$ cat src/rtl/keyboard_tx.sv
// PS/2 host-to-device transmitter: inhibits the clock, issues request-to-send,
// shifts out 8 data bits + odd parity + stop on device clock falling edges, checks ACK.
module keyboard_tx #(
  parameter int unsigned INHIBIT_CYCLES = 5000,
  parameter int unsigned TIMEOUT_CYCLES = 750000
) (
  input  logic       clk,
  input  logic       rst,
  input  logic [7:0] tx_data,
  input  logic       tx_start,
  output logic       busy,
  output logic       done,
  output logic       err,
  input  logic       kbd_clk_in,
  input  logic       kbd_data_in,
  output logic       kbd_clk_oe,
  output logic       kbd_data_oe
);

  localparam int unsigned IW = (INHIBIT_CYCLES > 1) ? $clog2(INHIBIT_CYCLES) : 1;
  localparam int unsigned TW = (TIMEOUT_CYCLES > 1) ? $clog2(TIMEOUT_CYCLES) : 1;
  localparam logic [IW-1:0] INH_LAST = IW'(INHIBIT_CYCLES - 1);
  localparam logic [TW-1:0] TMO_LAST = TW'(TIMEOUT_CYCLES - 1);

  typedef enum logic [2:0] {IDLE, INHIBIT, RTS, BITS, ACK} state_t;

  state_t        state_q;
  logic [1:0]    clk_sync_q;
  logic [1:0]    data_sync_q;
  logic          clk_prev_q;
  logic [8:0]    shift_q;
  logic [IW-1:0] inh_q;
  logic [TW-1:0] tmo_q;
  logic [3:0]    edge_q;
  logic          busy_q, done_q, err_q, clk_oe_q, data_oe_q;

  logic fall;
  logic tmo_hit;

  assign fall    = clk_prev_q & ~clk_sync_q[1];
  assign tmo_hit = (tmo_q == TMO_LAST);

  assign busy        = busy_q;
  assign done        = done_q;
  assign err         = err_q;
  assign kbd_clk_oe  = clk_oe_q;
  assign kbd_data_oe = data_oe_q;

  always_ff @(posedge clk or negedge rst) begin
    if (!rst) begin
      state_q     <= IDLE;
      clk_sync_q  <= '1;
      data_sync_q <= '1;
      clk_prev_q  <= 1'b1;
      shift_q     <= '0;
      inh_q       <= '0;
      tmo_q       <= '0;
      edge_q      <= '0;
      busy_q      <= 1'b0;
      done_q      <= 1'b0;
      err_q       <= 1'b0;
      clk_oe_q    <= 1'b0;
      data_oe_q   <= 1'b0;
    end else begin
      clk_sync_q  <= {clk_sync_q[0], kbd_clk_in};
      data_sync_q <= {data_sync_q[0], kbd_data_in};
      clk_prev_q  <= clk_sync_q[1];
      done_q      <= 1'b0;
      err_q       <= 1'b0;

      case (state_q)
        IDLE: begin
          if (tx_start) begin
            shift_q   <= {~^tx_data, tx_data};
            busy_q    <= 1'b1;
            clk_oe_q  <= 1'b1;
            data_oe_q <= 1'b0;
            inh_q     <= '0;
            state_q   <= INHIBIT;
          end
        end

        INHIBIT: begin
          if (inh_q == INH_LAST) begin
            data_oe_q <= 1'b1;
            state_q   <= RTS;
          end else begin
            inh_q <= inh_q + 1'b1;
          end
        end

        RTS: begin
          clk_oe_q <= 1'b0;
          edge_q   <= '0;
          tmo_q    <= '0;
          state_q  <= BITS;
        end

        BITS: begin
          if (tmo_hit) begin
            err_q     <= 1'b1;
            busy_q    <= 1'b0;
            data_oe_q <= 1'b0;
            state_q   <= IDLE;
          end else begin
            tmo_q <= tmo_q + 1'b1;
            if (fall) begin
              edge_q <= edge_q + 1'b1;
              // Edges 1-9 shift out data LSB first then parity; edge 10 releases for stop.
              if (edge_q == 4'd9) begin
                data_oe_q <= 1'b0;
                state_q   <= ACK;
              end else begin
                data_oe_q <= ~shift_q[0];
                shift_q   <= {1'b0, shift_q[8:1]};
              end
            end
          end
        end

        ACK: begin
          if (fall) begin
            done_q  <= ~data_sync_q[1];
            err_q   <= data_sync_q[1];
            busy_q  <= 1'b0;
            state_q <= IDLE;
          end else if (tmo_hit) begin
            err_q   <= 1'b1;
            busy_q  <= 1'b0;
            state_q <= IDLE;
          end else begin
            tmo_q <= tmo_q + 1'b1;
          end
          data_oe_q <= 1'b0;
        end

        default: begin
          state_q   <= IDLE;
          busy_q    <= 1'b0;
          clk_oe_q  <= 1'b0;
          data_oe_q <= 1'b0;
        end
      endcase
    end
  end

endmodule
$ cat config.mk
export PLATFORM = sky130hd
export DESIGN_NAME = keyboard_tx
export DESIGN_NICKNAME = d
export VERILOG_FILES = /design/src/rtl/keyboard_tx.sv
export SDC_FILE = /design/constraint.sdc
export NUM_CORES = 1
export LEC_CHECK = 0
export ABC_AREA = 1
export BUFFER_PORTS_ARGS = -buffer_cell sky130_fd_sc_hd__buf_2
export CORE_MARGIN = 2
export CORE_UTILIZATION = 50
export CTS_CLUSTER_DIAMETER = 60
export CTS_CLUSTER_SIZE = 28
export DETAILED_ROUTE_END_ITERATION = 7
export PLACE_DENSITY = 0.74
export SLEW_MARGIN = 40
export SYNTH_ARGS = -nofsm -noshare
export SYNTH_HDL_FRONTEND = slang
export SYNTH_SLANG_ARGS = --single-unit
export TNS_END_PERCENT = 50
$ cat constraint.sdc
create_clock -name clk -period 2 [get_ports clk]
set_input_delay 0.2 -clock clk [delete_from_list [all_inputs] [get_ports clk]]
set_output_delay 0.2 -clock clk [all_outputs]
set_load 0.005 [all_outputs]
---- After elaboration in Yosys (flattened, before gate mapping) ----
Index checks and enable logic that the tools add are counted.
word-level totals
  bits in registers ....................... 59
  input bits .............................. 13
  logic and storage cells ................. 94
operators by class
  add/subtract/negate cells ............... 3
  equality and inequality tests ........... 17
  multiplexer cells ....................... 38
  bitwise gates (word level) .............. 7
  reductions and logical operators ........ 16
operators with widths
  operator               number
  $pmux 20 s3            1
  $mux 20                2
  $mux 9                 4
  $mux 13                2
  $pmux 13 s2            1
  $mux 3                 7
  $add 20x1->20 const B  1
  $eq 20x20->1 const B   1
  $pmux 9 s2             1
  $pmux 3 s5             1
  $ne 2x2->1 const B     7
  $add 13x1->13 const B  1
  $eq 13x13->1 const B   1
  $mux 1                 12
  $reduce_and 5->1       2
  $ne 3x3->1 const B     3
  $mux 4                 2
  $pmux 1 s4             2
  $pmux 4 s2             1
  $reduce_xnor 8->1      1
  $eq 3x2->1 const B     2
  $not 1->1              6
  $reduce_and 2->1       3
  $reduce_and 3->1       2
  other kinds (12)       15

---- Depth between registers and ports, before layout ----
Gate-level depths: netlist (run 1).
  depth in word-level cells ............... 5
  mapped depth ............................ 11
  mapped depth without buffers ............ 11

---- Worst setup path after synthesis (run 1) ----
Ideal clock, no wire load.
  kind .................................... flip-flop to flip-flop
  start point ............................. reg tmo_q[0]
  end point ............................... reg tmo_q[11]
  data arrival time ....................... 1.516 ns
  setup slack ............................. 0.358 ns
  stages on the path, launching flop included .. 10
  cell sequence ........................... dfrtp_1 ha_1 nand3_2 nor2_2 nand3_4 nand2_1 nand2_2 nand2_4 buf_6 o21ai_0
between the ends
  longest elaborated chain between the ends .. 4
ends and longest elaborated chain
  what                                                  RTL line      text
  from (decl)                                           33            logic [TW-1:0] tmo_q;
  from (signal assigned)                                106           tmo_q <= tmo_q + 1'b1;
  from (signal assigned)                                132           tmo_q <= tmo_q + 1'b1;
  $add 20x1->20 / $eq 20x20->1 (equally long branches)  106, 132, 41
  $mux 20 (*)                                           100, 127
  $mux 20                                               122           if (fall) begin
  $pmux 20 s3 (*)                                       71            case (state_q)
Every way passes the cells marked *; elsewhere a longest branch is shown, timed or not. The select of a mux whose other input is x is not followed.
A chain may end at the register's enable or synchronous reset.

---- Final worst setup path (run 1) ----
  start point ............................. reg inh_q[0]
  end point ............................... reg inh_q[11]
between the ends
  longest elaborated chain between the ends .. 3
ends and longest elaborated chain
  what                                                    RTL line  text
  from (decl)                                             32        logic [IW-1:0] inh_q;
  from (signal assigned)                                  88        inh_q <= inh_q + 1'b1;
  $add 13x1->13 / $eq 13x13->1 (equally long branches)    88, 84
  $mux 13 / $ne 2x2->1 (equally long branches)            -
  $pmux 13 s2 / $reduce_and 3->1 (equally long branches)  -
Several ways; a longest one is shown, not always the timed one. The select of a mux whose other input is x is not followed.

==> impl_metrics.ini, run 1 <==
[sta]
setup_violations = 0
fmax_mhz = 547.0
fin_tns_setup_ps = 0
finalHoldViolCount = 0
finClkSkew_ps = 16.98
period_needed_ps = 1828
drv_slew = 0
tightest_slew_ps = 619.8
period_share_pct = 91.40
max_slew_margin_pct = 58.68
grt_setup_unrepaired = no

[hold_path]
whs_path_depth = 5
hp-start = tx_data[6]
hp-class = input port to register
min_delay_worst_endpoint = shift_q[6]

[setup_path]
reg2reg_to = inh_q[11]
cp.arrival_ps = 2030
start_kind = register
cp.required_ps = 2200
r2r-start = inh_q[0]
path_max_fanout = 16
cp-end-kind = register
r2r_cells = 9
criticalPathCategory = register to register
r2r_slack_ps = 170

[yosys]
synth_top_area_share_pct = 37.97
synthArstFlopShare_pct = 100.0
syn_nets = 523
synth_cell_types = 31
synth_edf_count = 0
syn_avg_cell_area_sq_um = 7.032
yosys_warnings = 0
synthFlopType = dfrtp_1
seq_area_frac_synth_pct = 41.67
yosysTopAreaCell = dfrtp_1
synth_area_leaders = dfrtp_1 (38%), nand2_1 (20%), nand3_1 (5.6%)
synth_cells = 506
synth_area_sq_um = 3558
synth-seq-cells = 59
netlist_top_cells_count = nand2_1 (188), dfrtp_1 (54), nor2_1 (52)
yosysMostFrequentCell = nand2_1

[finish]
diodes = 0
instances_no_fill = 645
syn_to_final_growth_pct = 14.42
drive_gt1_share_pct = 12.93
layout.nets = 561

[clock_tree]
cts_tree = built
clock_path_buffers = 2
clock_latency_ps = 340
htree_levels = 3
numCtsBuffers = 9
clock_sinks = 59
clk_pin_slew_ps = 70
post_cts_buffers = 0
cts_root_buf = clkbuf_8

[die]
start_util_pct = 52.09
dieArea_sq_um = 7807
core_sq_um = 6832
rows = 30
dieHeight_microns = 88.36
die_w_microns = 88.36
io_pins = 18

[routing]
num_vias = 3343
wl_microns = 7934
first_iter_violations = 251
drc = 0
wl_per_cell_microns = 12.30
antenna_left = 0
first_pass_iters = 5
viasPerCell = 5.183

[pwr]
p_per_area_nw_per_um2 = 1022
ir_drop_mv = 0.6071
p_total_mw = 4.162
leakage_nw = 1.896

[global_route]
antenna_found_initial = 0
track_usage_pct = 22.18
grt_pass1_vias = 3044
grt_max_degree = 30
grt_overflow = 0
grt_pass1_wl_microns = 13540

[place]
dp.cells = 626
portBuffers = 17
dp_hpwl_microns = 5796
gp_congestion = 0.9140

[flow_run]
max_cap_violations = 0

[status]
status = completed
registers in the layout, summed over array words and instances (netlist names), 2 cells and up:
register / flops
inh_q: 13
data_sync_q: 2
shift_q: 9
clk_sync_q: 2
state_q: 3
tmo_q: 20
edge_q: 4
worst max path at each step:
stage	to	cells past startpoint	slack, ps	start
after CTS	tmo_q[16]	10	160	tmo_q[1]
after global placement	tmo_q[13]	10	260	tmo_q[1]
final	inh_q[11]	9	170	inh_q[0]
after global routing	tmo_q[16]	10	20	tmo_q[1]
after detailed placement	tmo_q[16]	10	170	tmo_q[1]
after floorplan	tmo_q[11]	9	360	tmo_q[0]
placed cells by master, fill, tap and decap left out, drive strengths merged, types with 3 or more instances in the layout:
| cell type | instances |
|---|---|
| buf | 33 |
| nand3 | 43 |
| clkbuf | 15 |
| o22ai | 4 |
| dfstp | 5 |
| dlygate4sd3 | 3 |
| nor2 | 55 |
| xor2 | 13 |
| nor3 | 10 |
| ha | 4 |
| inv | 52 |
| xnor2 | 7 |
| nand2 | 194 |
| nand4 | 13 |
| or2 | 4 |
| dfrtp | 54 |
| o21ai | 31 |
per-layer routing:
layer	vias up	global-route usage (%)	routed length, microns	share of wire [%]
met2	100	34.52	3592	45
met5	-	0	0	0
met4	0	8.127	76	0.96
met3	11	4.664	396	5.0
met1	1545	30.73	3868	49
li1	1687	-	-	-
power by group:
part / switching (mW) / internal [mW] / total [mW]
registers: 0.151 / 1.41 / 1.56
logic: 1.01 / 0.450 / 1.46
clock network: 0.463 / 0.680 / 1.14
metrics by stage:
step | setup WS, ps | instance area (sq um) | utilization (%) | hold WS [ps]
after global placement | 256.4 | 3835 | 56.14 | 237.2
after floorplan | 357.6 | 3558 | - | -95.59
final | 172.0 | 4071 | 59.60 | 213.0
after CTS | 159.7 | 4071 | 59.60 | 194.4
after global routing | 18.88 | 4071 | 59.60 | 217.8
after detailed placement | 168.3 | 3835 | 56.14 | 251.6
cell type report:
type | count | area [sq um]
well taps | 96 | 120.1
flip-flops and latches | 59 | 1483
multi-input cells | 386 | 1819
repair buffers | 36 | 247.7
inverters | 52 | 195.2
fillers | 647 | 2760
clock buffers | 15 | 176.4
clock inverters | 1 | 30.03
critical path: stages (launching register included):
cell and delay [ps]:
dfrtp_1 430, ha_1 290, nand2_1 80, nor2_1 50, nand3_1 90, nand2_1 90
nand2_1 360, inv_1 130, nand2_1 80, o21ai_0 80
logic make-up after synthesis:
group                      after synthesis  synth area share [%]
xor gates and xnor gates                20                 4.923
buffers and inverters                   61                 7.208
DFF                                     59                 41.67
and+or+nand+nor                        322                 38.82
adders and majority gates                4                 1.407
AOI/OAI and AO/OA                       40                 5.978
what timing repair did:
action / CTS / global route
endpoints found under the setup margin: 0 / 0
hold buffers: 3 / 0
resized for setup: 0 / 0
endpoints found under the hold margin: 24 / 0
No activity file was read; power rests on OpenSTA's default activity.
==> run 2: changes to the inputs <==
--- a/config.mk
+++ b/config.mk
@@ -7,12 +7,12 @@
 export LEC_CHECK = 0
 export ABC_AREA = 1
 export BUFFER_PORTS_ARGS = -buffer_cell sky130_fd_sc_hd__buf_2
-export CORE_MARGIN = 2
-export CORE_UTILIZATION = 50
+export CORE_MARGIN = 1.5
+export CORE_UTILIZATION = 40
 export CTS_CLUSTER_DIAMETER = 60
 export CTS_CLUSTER_SIZE = 28
 export DETAILED_ROUTE_END_ITERATION = 7
-export PLACE_DENSITY = 0.74
+export PLACE_DENSITY = 0.63
 export SLEW_MARGIN = 40
 export SYNTH_ARGS = -nofsm -noshare
 export SYNTH_HDL_FRONTEND = slang
==> constraint.sdc (replaced) <==
create_clock -name clk -period 2 [get_ports clk]
set_input_delay 0.3 -clock clk [delete_from_list [all_inputs] [get_ports clk]]
set_output_delay 0.3 -clock clk [all_outputs]
set_load 0.005 [all_outputs]
==> run 2 against run 1 <==
Net effect:
- final cell count increased by 1.4%
- first-iteration DRC count decreased by 26%
- clock skew decreased by 5.6 ps
- design area increased by 0.49%
- global-route usage decreased by 4.2 points
- via count decreased by 3.0%
- non-clock buffer count decreased by 3
==> impl_metrics.ini, run 2 (synthesized netlist as in run 1, its figures left out) <==
[clock_tree]
clock_path_buffers = 2
numCtsBuffers = 9
htree_levels = 3
clock_sinks = 59
cts_tree = built
clk_pin_slew_ps = 70
cts_root_buf = clkbuf_8
clock_latency_ps = 350

[global_route]
grt_max_degree = 30
grt_pass1_vias = 3169
grt_pass1_wl_microns = 14060
track_usage_pct = 18.03
grt_overflow = 0
antenna_found_initial = 0

[setup_path]
cp_common_cell = nand2_1
r2r-start = tmo_q[1]
r2r_cells = 10
cp.required_ps = 2230
path_max_fanout = 29
r2r_slack_ps = 240
start_kind = register
critPathSlowestCell = dfrtp_1
cpLargestDelayFamily = simple AND/OR/NAND/NOR gates
crit_chain = ha_1, nand3_2, nor2_2, nand3_4, nand2_1, nand2_2, nand2_8, inv_1, nand2_1, nand2_1
path_buf_inv = 1
criticalPathCategory = register to register
path_depth = 10
reg2reg_to = tmo_q[8]
cp.arrival_ps = 1990
cp-end-kind = register
max_stage_delay_ps = 370

[routing]
viasPerCell = 4.960
first_iter_violations = 186
num_vias = 3244
drc = 0
first_pass_iters = 5
wl_per_cell_microns = 12.06
wl_microns = 7890
antenna_left = 0

[die]
die_w_microns = 97.32
core_sq_um = 8678
dieArea_sq_um = 9471
start_util_pct = 41.00
rows = 34
io_pins = 18
dieHeight_microns = 97.32

[sta]
grt_setup_unrepaired = no
drv_slew = 0
fmax_mhz = 569.2
tightest_slew_ps = 506.8
finalHoldViolCount = 0
finClkSkew_ps = 11.38
period_needed_ps = 1757
setup_violations = 0
max_slew_margin_pct = 66.21
period_share_pct = 87.84
hold_slack_ps = 42.77
fin_tns_setup_ps = 0

[finish]
utilization_pct = 47.15
layout.nets = 558
largest_reg_flops = 20
syn_to_final_growth_pct = 14.98
final_common_cell = nand2_1
drive_gt1_share_pct = 13.37
regMostFlops = tmo_q
diodes = 0
reg_top3 = tmo_q: 20 flops, inh_q: 13 flops, shift_q: 9 flops
layout_common_cells = nand2_1 (187), dfrtp_1 (54), nor2_1 (52), inv_1 (49), nand3_1 (40)

[place]
portBuffers = 17
gp_congestion = 0.8953
dp_hpwl_microns = 5780

[flow_run]
max_cap_violations = 0

[hold_path]
whs_path_depth = 1
hp-class = input port to register
min_delay_worst_endpoint = data_sync_q[0]
hp-start = kbd_data_in

[pwr]
p_per_area_nw_per_um2 = 1048
ir_drop_mv = 0.4983
leakage_nw = 1.893

[status]
status = completed
-- run 2: worst max-delay path by stage --
stage / startpoint / to / slack, ps
after floorplan: tmo_q[0] / tmo_q[11] / 360
after global placement: tmo_q[1] / tmo_q[16] / 250
after detailed placement: tmo_q[1] / tmo_q[8] / 170
after CTS: tmo_q[1] / tmo_q[13] / 160
after global routing: tmo_q[1] / tmo_q[14] / 10
final: tmo_q[1] / tmo_q[8] / 240
-- run 2: worst reg2reg max path: cells and delay by family, from the launching register on --
kind | cells | cell delay [ps]
simple gates | 8 | 940
buf+inv | 1 | 140
fa+ha+maj | 1 | 200
flops | 1 | 370
-- run 2: per-layer routing --
metal	wire length, microns	vias up	track usage (%)
met5	0	-	0
met4	97	0	7.033
li1	-	1677	-
met2	3788	56	29.85
met1	3675	1504	23.74
met3	329	7	2.878
-- run 2: timing repair --
item                                    4_1_cts  5_1_grt
buffers inserted                              0        0
endpoints found under the hold margin        15        0
gates resized for setup                       0        2
hold buffers                                  1        0
endpoints found under the setup margin        0       11
-- run 2: area by class of cell --
class	count	area (sq um)
sequential	59	1483
fill	894	4587
clock inverter	4	72.57
inverter	52	195.2
tap	108	135.1
clock buffer	12	155.1
timing repair buffer	33	220.2
multi-input combinational	386	1831
-- run 2: power breakdown --
| group | switching, mW | total [mW] | internal, mW |
|---|---|---|---|
| logic | 1.01 | 1.47 | 0.459 |
| registers | 0.144 | 1.55 | 1.41 |
| clock network | 0.503 | 1.27 | 0.768 |
| total | 1.66 | 4.29 | 2.63 |
-- run 2: per-stage QoR --
step / setup slack [ps] / instance area, sq um / cells / power (mW)
floorplan: 357.6 / 3558 / 506 / 2.669
global placement: 251.7 / 3842 / 637 / 2.986
detailed placement: 172.3 / 3842 / 637 / 3.019
CTS: 157.4 / 4080 / 654 / 4.300
global route: 11.33 / 4091 / 654 / 4.596
finish: 243.3 / 4091 / 654 / 4.287
==> run 3: changes to the inputs <==
--- a/config.mk
+++ b/config.mk
@@ -8,11 +8,11 @@
 export ABC_AREA = 1
 export BUFFER_PORTS_ARGS = -buffer_cell sky130_fd_sc_hd__buf_2
 export CORE_MARGIN = 1.5
-export CORE_UTILIZATION = 40
+export CORE_UTILIZATION = 47
 export CTS_CLUSTER_DIAMETER = 60
 export CTS_CLUSTER_SIZE = 28
 export DETAILED_ROUTE_END_ITERATION = 7
-export PLACE_DENSITY = 0.63
+export PLACE_DENSITY = 0.71
 export SLEW_MARGIN = 40
 export SYNTH_ARGS = -nofsm -noshare
 export SYNTH_HDL_FRONTEND = slang
==> run 3 against run 2 <==
Net effect:
- sequential power hardly changed
- register-to-register slack worse by 40 ps
- sequential share of layout area is 0.50 points higher
- global-route usage is 2.7 points higher
- clock-buffer cell count stayed put
- clock skew is 3.2 ps higher
- power is 3.7% lower
- highest routed layer unchanged
- combinational power hardly changed
==> impl_metrics.ini, run 3 (synthesized netlist as in run 1, its figures left out) <==
[status]
status = completed

[clock_tree]
clk_pin_slew_ps = 60
cts_root_buf = clkbuf_8
numCtsBuffers = 9
post_cts_buffers = 0
clock_path_buffers = 2
clock_latency_ps = 340
cts_tree = built
clock_sinks = 59
htree_levels = 3

[setup_path]
max_stage_delay_ps = 420
critPathSlowestCell = dfrtp_2
path_depth = 9
path_buf_inv = 1
cp-end-kind = register
criticalPathCategory = register to register
r2r_cells = 9
cpLargestDelayFamily = simple AND/OR/NAND/NOR gates
start_kind = register
cp.required_ps = 2210
path_max_fanout = 19
crit_chain = ha_1, nand3_2, nor2_2, nand3_4, nand2_1, nand2_2, nand2_8, buf_4, o21ai_0
cp.arrival_ps = 2000

[die]
rows = 31
io_pins = 18
die_w_microns = 90.01
start_util_pct = 48.80
core_sq_um = 7292
dieHeight_microns = 90.01
dieArea_sq_um = 8102

[finish]
largest_reg_flops = 20
utilization_pct = 55.39
regMostFlops = tmo_q
final_common_cell = nand2_1
diodes = 0
syn_to_final_growth_pct = 13.50
fill_cells = 726
layout_common_cells = nand2_1 (188), dfrtp_1 (53), nor2_1 (52), inv_1 (49), nand3_1 (40)
reg_top3 = tmo_q: 20 flops, inh_q: 13 flops, shift_q: 9 flops
layout.nets = 557
drive_gt1_share_pct = 13.03
instances_no_fill = 644

[routing]
antenna_left = 0
drc = 0
wl_microns = 7769
wl_per_cell_microns = 12.06
first_pass_iters = 4
num_vias = 3254
viasPerCell = 5.053
first_iter_violations = 169

[place]
portBuffers = 17
gp_congestion = 0.9072
dp.cells = 627
dp_hpwl_microns = 5734

[sta]
finClkSkew_ps = 14.54
period_share_pct = 89.60
fin_tns_setup_ps = 0
finalHoldViolCount = 0
drv_slew = 0
fmax_mhz = 558.0
setup_violations = 0
grt_setup_unrepaired = no
period_needed_ps = 1792
max_slew_margin_pct = 69.74
tightest_slew_ps = 450.5

[hold_path]
hp-class = input port to register
whs_path_depth = 1

[pwr]
p_int_mw = 2.497
comb_power_share_pct = 36.1
seq_power_share_pct = 38.0
swShare_pct = 39.52
clkPwrFrac_pct = 25.9
leakage_nw = 1.864
p_per_area_nw_per_um2 = 1022
ir_drop_mv = 0.6491
switchingPower_mw = 1.632

[global_route]
grt_pass1_vias = 3182
grt_pass1_wl_microns = 13870
grt_overflow = 0
grt_max_degree = 25
track_usage_pct = 20.74
antenna_found_initial = 0

[flow_run]
max_cap_violations = 0
run 3: cell count changes in the layout (fill, tap and decap cells not counted), sizes merged:
| cell | previous run | this run |
|---|---|---|
| buf | 32 | 31 |
| bufinv | 2 | 1 |
| clkinvlp | 1 | 2 |
run 3: final cells by class:
class	instances	area, sq um	area share [%]
clock inverters	4	50.05	1.239
clock buffers	12	145.1	3.594
multi-input cells	386	1828	45.26
flip-flops and latches	59	1484	36.74
well taps	99	123.9	3.067
inverters	52	195.2	4.833
repair buffers	32	212.7	5.266
run 3: power groups by stage:
stage	registers, mW	logic [mW]	clock network (mW)
after detailed placement	1.58	1.47	0
after global routing	1.59	1.71	1.15
final	1.57	1.49	1.07
after CTS	1.56	1.48	1.10
after floorplan	1.55	1.12	0
after global placement	1.58	1.43	0
run 3: path summary, 6_finish.rpt:
check	startpoint	to	slack, ps
hold / removal	kbd_clk_in	clk_sync_q[0]	60
min in group asynchronous	rst	inh_q[0]	430
max in group asynchronous	rst	data_sync_q[1]	960
setup / recovery	tmo_q[0]	tmo_q[3]	210
hold reg to reg	clk_sync_q[0]	clk_sync_q[1]	360
setup reg to reg	tmo_q[0]	tmo_q[3]	210
run 3: metal layers:
layer / wire length, microns / GRT usage, % / up-vias / share of wire, %
li1: - / - / 1680 / -
met1: 3838 / 27.83 / 1500 / 49
met2: 3512 / 32.83 / 64 / 45
met3: 310 / 3.892 / 10 / 4.0
met4: 107 / 8.730 / 0 / 1.4
met5: 0 / 0 / - / 0
run 3: metrics by stage:
stage | total power [mW] | cell area (sq um) | setup WS [ps] | hold slack (ps)
floorplan | 2.669 | 3558 | 357.6 | 4.409
global placement | 3.003 | 3824 | 222.4 | 263.6
detailed placement | 3.052 | 3824 | 152.0 | 264.3
CTS | 4.137 | 4029 | 133.3 | 48.71
global route | 4.456 | 4039 | 25.55 | 46.85
finish | 4.129 | 4039 | 207.9 | 62.41
run 3: timing repair:
action / 4_1_cts / 5_1_grt
hold buffers: 1 / 0
setup endpoints to repair: 0 / 12
endpoints found under the hold margin: 14 / 0
resized for setup: 0 / 2
